--- src/rtl/rssi_anomaly_decision_if.sv ---
// Bus bundle for rssi_anomaly_decision: the decision request from the EWMA
// block, the runtime controls, and every status output toward the HIDS core.
// The master side drives requests; the slave side is the decision block.
interface rssi_anomaly_decision_if;
    logic        EnableDecision;
    logic [31:0] ewma_rssi;
    logic [31:0] rssi;
    logic [31:0] threshold;
    logic        alarm_clr;
    logic        decision_valid;
    logic        anomaly;
    logic [31:0] deviation;
    logic [7:0]  anomaly_run;
    logic        alarm;
    logic [15:0] total_cnt;
    logic [15:0] anom_cnt;

    modport master (
        output EnableDecision, ewma_rssi, rssi, threshold, alarm_clr,
        input  decision_valid, anomaly, deviation, anomaly_run, alarm,
               total_cnt, anom_cnt
    );

    modport slave (
        input  EnableDecision, ewma_rssi, rssi, threshold, alarm_clr,
        output decision_valid, anomaly, deviation, anomaly_run, alarm,
               total_cnt, anom_cnt
    );
endinterface

--- src/rtl/rssi_anomaly_decision.sv ---
// rssi_anomaly_decision: consumes the EWMA update pulse, measures how far the
// raw RSSI sample sits from the running average, flags outliers above a
// programmable threshold after a warm-up window, and raises a sticky alarm
// after a run of consecutive outliers.
// Optional feature: define DECISION_STATS_EN to build the saturating
// decision/anomaly statistics counters; otherwise those outputs read zero.
module rssi_anomaly_decision #(
    parameter int unsigned WARMUP    = 8,
    parameter int unsigned ALARM_RUN = 3
) (
    input  logic                         clk_h,
    input  logic                         rst_h,
    rssi_anomaly_decision_if.slave       bus
);

    localparam logic [7:0] WARMUP_LAST = 8'(WARMUP);
    localparam logic [7:0] ALARM_LIMIT = 8'(ALARM_RUN);

    typedef enum logic [1:0] {
        MODE_WARMUP = 2'd0,
        MODE_ARMED  = 2'd1,
        MODE_ALARM  = 2'd2
    } mode_t;

    // Sign-magnitude to 33-bit two's complement; negative zero maps to zero
    // because negating a zero magnitude yields zero.
    function automatic logic [32:0] to_twos(input logic [31:0] sm);
        logic [32:0] mag;
        mag = {2'b00, sm[30:0]};
        return sm[31] ? (~mag + 33'd1) : mag;
    endfunction

    logic        cap_valid;
    logic [32:0] cap_rssi;
    logic [32:0] cap_ewma;

    logic [32:0] eval_diff;
    logic [31:0] eval_dev;
    logic        eval_anom;

    mode_t       mode, mode_nx;
    logic [7:0]  warm_cnt, warm_nx;
    logic [7:0]  run_cnt, run_nx;
    logic        alarm_q, alarm_nx;

    logic        valid_q;
    logic        anomaly_q;
    logic [31:0] deviation_q;

    // Capture stage: register both operands already in two's complement.
    always_ff @(posedge clk_h or negedge rst_h) begin
        if (!rst_h) begin
            cap_valid <= 1'b0;
            cap_rssi  <= '0;
            cap_ewma  <= '0;
        end else begin
            cap_valid <= bus.EnableDecision;
            if (bus.EnableDecision) begin
                cap_rssi <= to_twos(bus.rssi);
                cap_ewma <= to_twos(bus.ewma_rssi);
            end
        end
    end

    // Evaluate stage arithmetic: |diff| is below 2^32, so the low 32 bits of
    // the negated difference are exact and the top bit can be dropped.
    always_comb begin
        eval_diff = cap_rssi - cap_ewma;
        eval_dev  = eval_diff[32] ? (~eval_diff[31:0] + 32'd1) : eval_diff[31:0];
        eval_anom = (mode != MODE_WARMUP) && (eval_dev > bus.threshold);
    end

    // Mode FSM next state: warm-up counting, run tracking, alarm raise/clear;
    // a clear pulse overrides whatever the concurrent evaluation would do.
    always_comb begin
        mode_nx  = mode;
        warm_nx  = warm_cnt;
        run_nx   = run_cnt;
        alarm_nx = alarm_q;

        if (cap_valid) begin
            if (mode == MODE_WARMUP) begin
                warm_nx = warm_cnt + 8'd1;
                if (warm_cnt + 8'd1 == WARMUP_LAST) begin
                    mode_nx = MODE_ARMED;
                end
            end else if (eval_anom) begin
                run_nx = (run_cnt == 8'hFF) ? run_cnt : run_cnt + 8'd1;
            end else begin
                run_nx = 8'd0;
            end
        end

        if (bus.alarm_clr) begin
            run_nx   = 8'd0;
            alarm_nx = 1'b0;
            if (mode == MODE_ALARM) begin
                mode_nx = MODE_ARMED;
            end
        end else if (cap_valid && (mode == MODE_ARMED) && (run_nx >= ALARM_LIMIT)) begin
            alarm_nx = 1'b1;
            mode_nx  = MODE_ALARM;
        end
    end

    // Mode FSM state register together with its counters and the alarm flag.
    always_ff @(posedge clk_h or negedge rst_h) begin
        if (!rst_h) begin
            mode     <= MODE_WARMUP;
            warm_cnt <= 8'd0;
            run_cnt  <= 8'd0;
            alarm_q  <= 1'b0;
        end else begin
            mode     <= mode_nx;
            warm_cnt <= warm_nx;
            run_cnt  <= run_nx;
            alarm_q  <= alarm_nx;
        end
    end

    // Decision result registers; anomaly and deviation hold between decisions.
    always_ff @(posedge clk_h or negedge rst_h) begin
        if (!rst_h) begin
            valid_q     <= 1'b0;
            anomaly_q   <= 1'b0;
            deviation_q <= '0;
        end else begin
            valid_q <= cap_valid;
            if (cap_valid) begin
                anomaly_q   <= eval_anom;
                deviation_q <= eval_dev;
            end
        end
    end

    assign bus.decision_valid = valid_q;
    assign bus.anomaly        = anomaly_q;
    assign bus.deviation      = deviation_q;
    assign bus.anomaly_run    = run_cnt;
    assign bus.alarm          = alarm_q;

`ifdef DECISION_STATS_EN
    logic [15:0] total_q;
    logic [15:0] anom_q;

    // Saturating statistics; only reset clears them.
    always_ff @(posedge clk_h or negedge rst_h) begin
        if (!rst_h) begin
            total_q <= '0;
            anom_q  <= '0;
        end else if (cap_valid) begin
            if (total_q != 16'hFFFF) begin
                total_q <= total_q + 16'd1;
            end
            if (eval_anom && (anom_q != 16'hFFFF)) begin
                anom_q <= anom_q + 16'd1;
            end
        end
    end

    assign bus.total_cnt = total_q;
    assign bus.anom_cnt  = anom_q;
`else
    assign bus.total_cnt = '0;
    assign bus.anom_cnt  = '0;
`endif

endmodule

--- src/flat_wrapper.sv ---
// flat-port wrapper written by rule: the top's interface ports become plain ports
module rssi_anomaly_decision_flat 
#(
    parameter int unsigned WARMUP    = 8,
    parameter int unsigned ALARM_RUN = 3
)
  (clk_h, rst_h, bus_EnableDecision, bus_ewma_rssi, bus_rssi, bus_threshold, bus_alarm_clr, bus_decision_valid, bus_anomaly, bus_deviation, bus_anomaly_run, bus_alarm, bus_total_cnt, bus_anom_cnt);
  rssi_anomaly_decision_if bus_i ();
  input  logic clk_h;
  input  logic rst_h;
  input wire logic [$bits(bus_i.EnableDecision)-1:0] bus_EnableDecision;
  input wire logic [$bits(bus_i.ewma_rssi)-1:0] bus_ewma_rssi;
  input wire logic [$bits(bus_i.rssi)-1:0] bus_rssi;
  input wire logic [$bits(bus_i.threshold)-1:0] bus_threshold;
  input wire logic [$bits(bus_i.alarm_clr)-1:0] bus_alarm_clr;
  output wire logic [$bits(bus_i.decision_valid)-1:0] bus_decision_valid;
  output wire logic [$bits(bus_i.anomaly)-1:0] bus_anomaly;
  output wire logic [$bits(bus_i.deviation)-1:0] bus_deviation;
  output wire logic [$bits(bus_i.anomaly_run)-1:0] bus_anomaly_run;
  output wire logic [$bits(bus_i.alarm)-1:0] bus_alarm;
  output wire logic [$bits(bus_i.total_cnt)-1:0] bus_total_cnt;
  output wire logic [$bits(bus_i.anom_cnt)-1:0] bus_anom_cnt;
  assign bus_i.EnableDecision = bus_EnableDecision;
  assign bus_i.ewma_rssi = bus_ewma_rssi;
  assign bus_i.rssi = bus_rssi;
  assign bus_i.threshold = bus_threshold;
  assign bus_i.alarm_clr = bus_alarm_clr;
  assign bus_decision_valid = bus_i.decision_valid;
  assign bus_anomaly = bus_i.anomaly;
  assign bus_deviation = bus_i.deviation;
  assign bus_anomaly_run = bus_i.anomaly_run;
  assign bus_alarm = bus_i.alarm;
  assign bus_total_cnt = bus_i.total_cnt;
  assign bus_anom_cnt = bus_i.anom_cnt;
  rssi_anomaly_decision #(.WARMUP(WARMUP), .ALARM_RUN(ALARM_RUN)) u_core (.clk_h(clk_h), .rst_h(rst_h), .bus(bus_i));
endmodule
--- config.mk ---
export PLATFORM = sky130hd
export DESIGN_NAME = rssi_anomaly_decision_flat
export DESIGN_NICKNAME = d
export VERILOG_FILES = /design/src/rtl/rssi_anomaly_decision_if.sv /design/src/rtl/rssi_anomaly_decision.sv /design/src/flat_wrapper.sv
export SDC_FILE = /design/constraint.sdc
export NUM_CORES = 1
export LEC_CHECK = 0
export ABC_CLOCK_PERIOD_IN_PS = 10900
export CELL_PAD_IN_SITES_DETAIL_PLACEMENT = 1
export CELL_PAD_IN_SITES_GLOBAL_PLACEMENT = 1
export CORE_MARGIN = 2
export CORE_UTILIZATION = 35
export DETAILED_ROUTE_END_ITERATION = 10
export GPL_TIMING_DRIVEN = 0
export PLACE_DENSITY_LB_ADDON = 0.1
export SLEW_MARGIN = 20
export SYNTH_ARGS = -nofsm -noshare
export SYNTH_HDL_FRONTEND = slang
export SYNTH_SLANG_ARGS = --single-unit
--- constraint.sdc ---
create_clock -name clk_h -period 10.9 [get_ports clk_h]
set_input_delay 2.18 -clock clk_h [delete_from_list [all_inputs] [get_ports clk_h]]
set_output_delay 2.18 -clock clk_h [all_outputs]
set_load 0.05 [all_outputs]
==> metrics.log <==
INFO  metric result_of_the_run = finished, final reports clean
INFO  metric timing.setup.critical_path_class = flop to flop
INFO  metric route.vias.total = slightly below 9000
INFO  metric achievable-frequency = approximately 130 MHz
INFO  metric dp_hpwl = 23000 um
INFO  metric grt_pass1_wl = 46700 um
INFO  metric multiInputGateArea = ~6200 um2
INFO  metric worstSkewPairLatency = 0.43 ns
INFO  metric total_chip_power = 2.77 mW
INFO  metric final-instance-count-excl-fill = about 1700
INFO  metric routed_wire_length_per_instance = ~16 um
INFO  metric setup_viol_count_final = 0
INFO  metric buffer_ports.inserted = between 100 and 150
INFO  metric fin_area = between 10000 and 15000 um2
INFO  metric postSynth.asyncResetShare = between 90% and 100%
INFO  metric mapped_area = between 9000 and 10000 um2
INFO  metric total_iterations_of_the_first_detailed_routing_run = 4
INFO  metric clkSinkCount = 120
INFO  metric clockRootBuffer = clkbuf_16
INFO  metric grt_setup_unrepaired = false
INFO  metric finalHoldWorstSlack = 0.373 ns
INFO  metric finClkSkew = about 0.019 ns
INFO  metric synthTopCellsByCount = dfrtp_1, nor2_1, a21oi_1, inv_1, xor2_1
INFO  metric max-vdd-ir-drop = around 0.00012 V
INFO  metric synth_seq_cells = 120
INFO  metric syn2layout_area_growth = 27.4%
INFO  metric reg2reg_from = u_core.cap_ewma[0]
INFO  metric dp.cells = approximately 1700
INFO  metric synth-warning-count = 0
INFO  metric core_area = approximately 28000 um2
INFO  metric powerDensity = roughly 220 nW/um2
INFO  metric synth_area_leader = dfrtp_1
INFO  metric die-area = between 20000 and 30000 um2
INFO  metric cts.path.max_buffers = 2
INFO  metric slew_headroom = about a third
INFO  metric routed_wirelength = 28700 um
INFO  metric insertedDiodeCount = 0
INFO  metric critical_path_arrival = approximately 8 ns
INFO  metric post_synth_top_area_share = 30.6%
INFO  metric first_global_vias = roughly 9000
INFO  metric cts_resized = 0
INFO  metric capture_endpoint_of_the_worst_hold_path = u_core.bus.decision_valid
INFO  metric setup_total_negative_slack = 0 ns
INFO  metric p_leak = roughly 5.5 nW
INFO  metric final_min_period_over_clock_period = 69.6%
INFO  metric netlist_top_cells_area = dfrtp_1, ha_1, xor2_1, a21oi_1, nor2_1
INFO  metric postCtsHoldBufs = 0
INFO  metric reg2regPathDepth = 22
INFO  metric grt_overflow = 0
INFO  metric setup.worst_path.start_class = flop
INFO  metric r2r_setup_slack = between 3 and 4 ns
INFO  metric synth-edff-count = 0
INFO  metric reg2reg_to = u_core.bus.alarm
INFO  metric max_slew.worst_pin.slew = 1.02 ns
INFO  metric place_worst_setup_slack = 3.24 ns
INFO  metric clock_slew_at_the_register_clock_pins_of_the_worst_setup_and_hold_paths = about 0.060 ns
INFO  metric seq_area_frac_synth = between 30 and 40%
INFO  metric maximum_number_of_pins_on_one_net_before_global_route_repair = between 60 and 70
INFO  metric final_antenna_net_count = 0
INFO  metric avgSynthCellArea = between 8 and 9 um2
INFO  metric cp-end-kind = flop
INFO  metric gr-usage-all-layers = about a fifth
INFO  metric yosysMostFrequentCell = dfrtp_1
INFO  metric placement_rows = 61
INFO  metric die_height = roughly 170 um
INFO  metric yosys.cell_types.count = 80
INFO  metric tritoncts = done
INFO  metric crit_required = 11.22 ns
INFO  metric slew_violations = 0
INFO  metric timing.critical_path.fanout_max = 10
INFO  metric num-fill-cells = roughly 3300
INFO  metric finalCoreUtilization = 45.2%
INFO  metric max_cap_viol_count = 0
INFO  metric drtIter0Drc = 457
INFO  metric layout-drive-gt1-share = under 10%
INFO  metric syn-instance-count = 1157
INFO  metric holdCritPathClass = flop to flop
INFO  metric die-width = 171 um
INFO  metric cts_h_tree_depth = 4
INFO  metric postLayoutSetupSlackWorst = 3.32 ns
INFO  metric final_hold_viol_count = 0
INFO  metric drt-vias-per-instance = 5.07
INFO  metric floorplan.initialDensity = approximately 35%
INFO  metric postSynth.topFlopCell = dfrtp_1
INFO  metric dpl-instance-area = between 10000 and 15000 um2
INFO  metric final-seq-area = approximately 3000 um2
INFO  metric cts_buf_count = 17
INFO  metric route.detailed.drc = 0
INFO  metric final.min_clock_period = 7.58 ns
INFO  metric layout.nets = 1520
INFO  metric hold_path_startpoint = u_core.cap_valid
INFO  metric antenna_violations_before_repair = 0
INFO  metric worst_hold_path.num_cells = 0
INFO  metric cts_setup_buffers = 0
INFO  metric routabilityCongestion = around 0.84
INFO  metric floorplan.io_pins = roughly 180
worst max-delay path by stage:
stage / start / end / slack [ns]
final: u_core.cap_ewma[0] / u_core.bus.alarm / 3.32
after global routing: u_core.cap_ewma[0] / u_core.bus.alarm / 2.78
after CTS: u_core.cap_ewma[0] / u_core.bus.alarm / 3.23
after detailed placement: u_core.cap_ewma[0] / u_core.bus.alarm / 3.24
after global placement: rst_h / u_core.cap_ewma[29] / 2.62
after floorplan: u_core.cap_ewma[0] / u_core.bus.alarm / 4.91
where the power goes:
| part | internal, mW | switching, mW |
|---|---|---|
| Clock | 0.409 | 0.225 |
| Sequential | 0.555 | 0.0731 |
| Combinational | 0.602 | 0.912 |
metal layers:
layer	global-route usage (%)	wire (um)	up-vias
li1	-	-	4474
met1	28.1	14400	4172
met2	33.4	13000	156
met3	2.44	967	22
met4	4.35	310	0
met5	0	0	-
state kept, by name, indices dropped and copies added (netlist names), 2 cells and up:
name and cells:
u_core.bus.anomaly_run 8, u_core.bus.deviation 32, u_core.cap_ewma 33, u_core.cap_rssi 33, u_core.mode 2, u_core.warm_cnt 8
cell type report:
class,count,area share (%)
Timing Repair Buffer,143,11.6
Inverter,83,2.49
Sequential cell,120,24.0
Clock inverter,13,1.75
Tap cell,378,3.78
Multi-Input combinational cell,909,49.6
Clock buffer,19,3.46
Buffer,76,3.34
placed cells by master, fill, tap and decap left out, types with 8 or more instances in the layout:
cell and count:
clkdlybuf4s50_1 141, dfrtp_1 120, nor2_1 112, a21oi_1 106, inv_1 82, xor2_1 78
nand2_1 69, ha_1 69, o21ai_0 55, xnor2_1 40, clkbuf_1 38, mux2_2 32
buf_4 32, conb_1 32, a21o_1 31, nor3_1 20, o31ai_1 20, nand3_1 18
clkbuf_16 17, nand4_1 13, and3_1 13, a211oi_1 13, o211ai_1 12, or4_1 12
a31oi_1 12, o41ai_1 11, o21a_1 10, nand2b_1 10, or2_2 10, nor4_1 9
and4_1 8
cells by family after synthesis:
logic type,synth area share (%)
adders and majority gates,9.00
buffers and inverters,7.43
DFF,30.6
xor gates and xnor gates,10.5
and+or+nand+nor,16.7
AOI/OAI and AO/OA,21.2
other,0.0382
muxes,4.54
critical path, cell delays in order, from the launching register on:
cell      delay (ns)
dfrtp_1         0.38
ha_1            0.26
fa_1            0.42
nand2b_1        0.25
a211oi_4        0.41
o21ai_2         0.17
o311ai_1        0.61
a211oi_1        0.26
a21oi_1         0.33
xnor2_1         0.49
clkbuf_1        0.51
nor2_1          0.12
xor2_1          0.21
ha_1            0.28
and3_1          0.19
a221o_1         0.35
a221oi_1        0.35
o211ai_1        0.21
a2111o_1        0.51
and2_1          0.16
o21ai_1         0.51
a211oi_1        0.19
a32o_1          0.30
No activity file was read; power rests on OpenSTA's default activity.
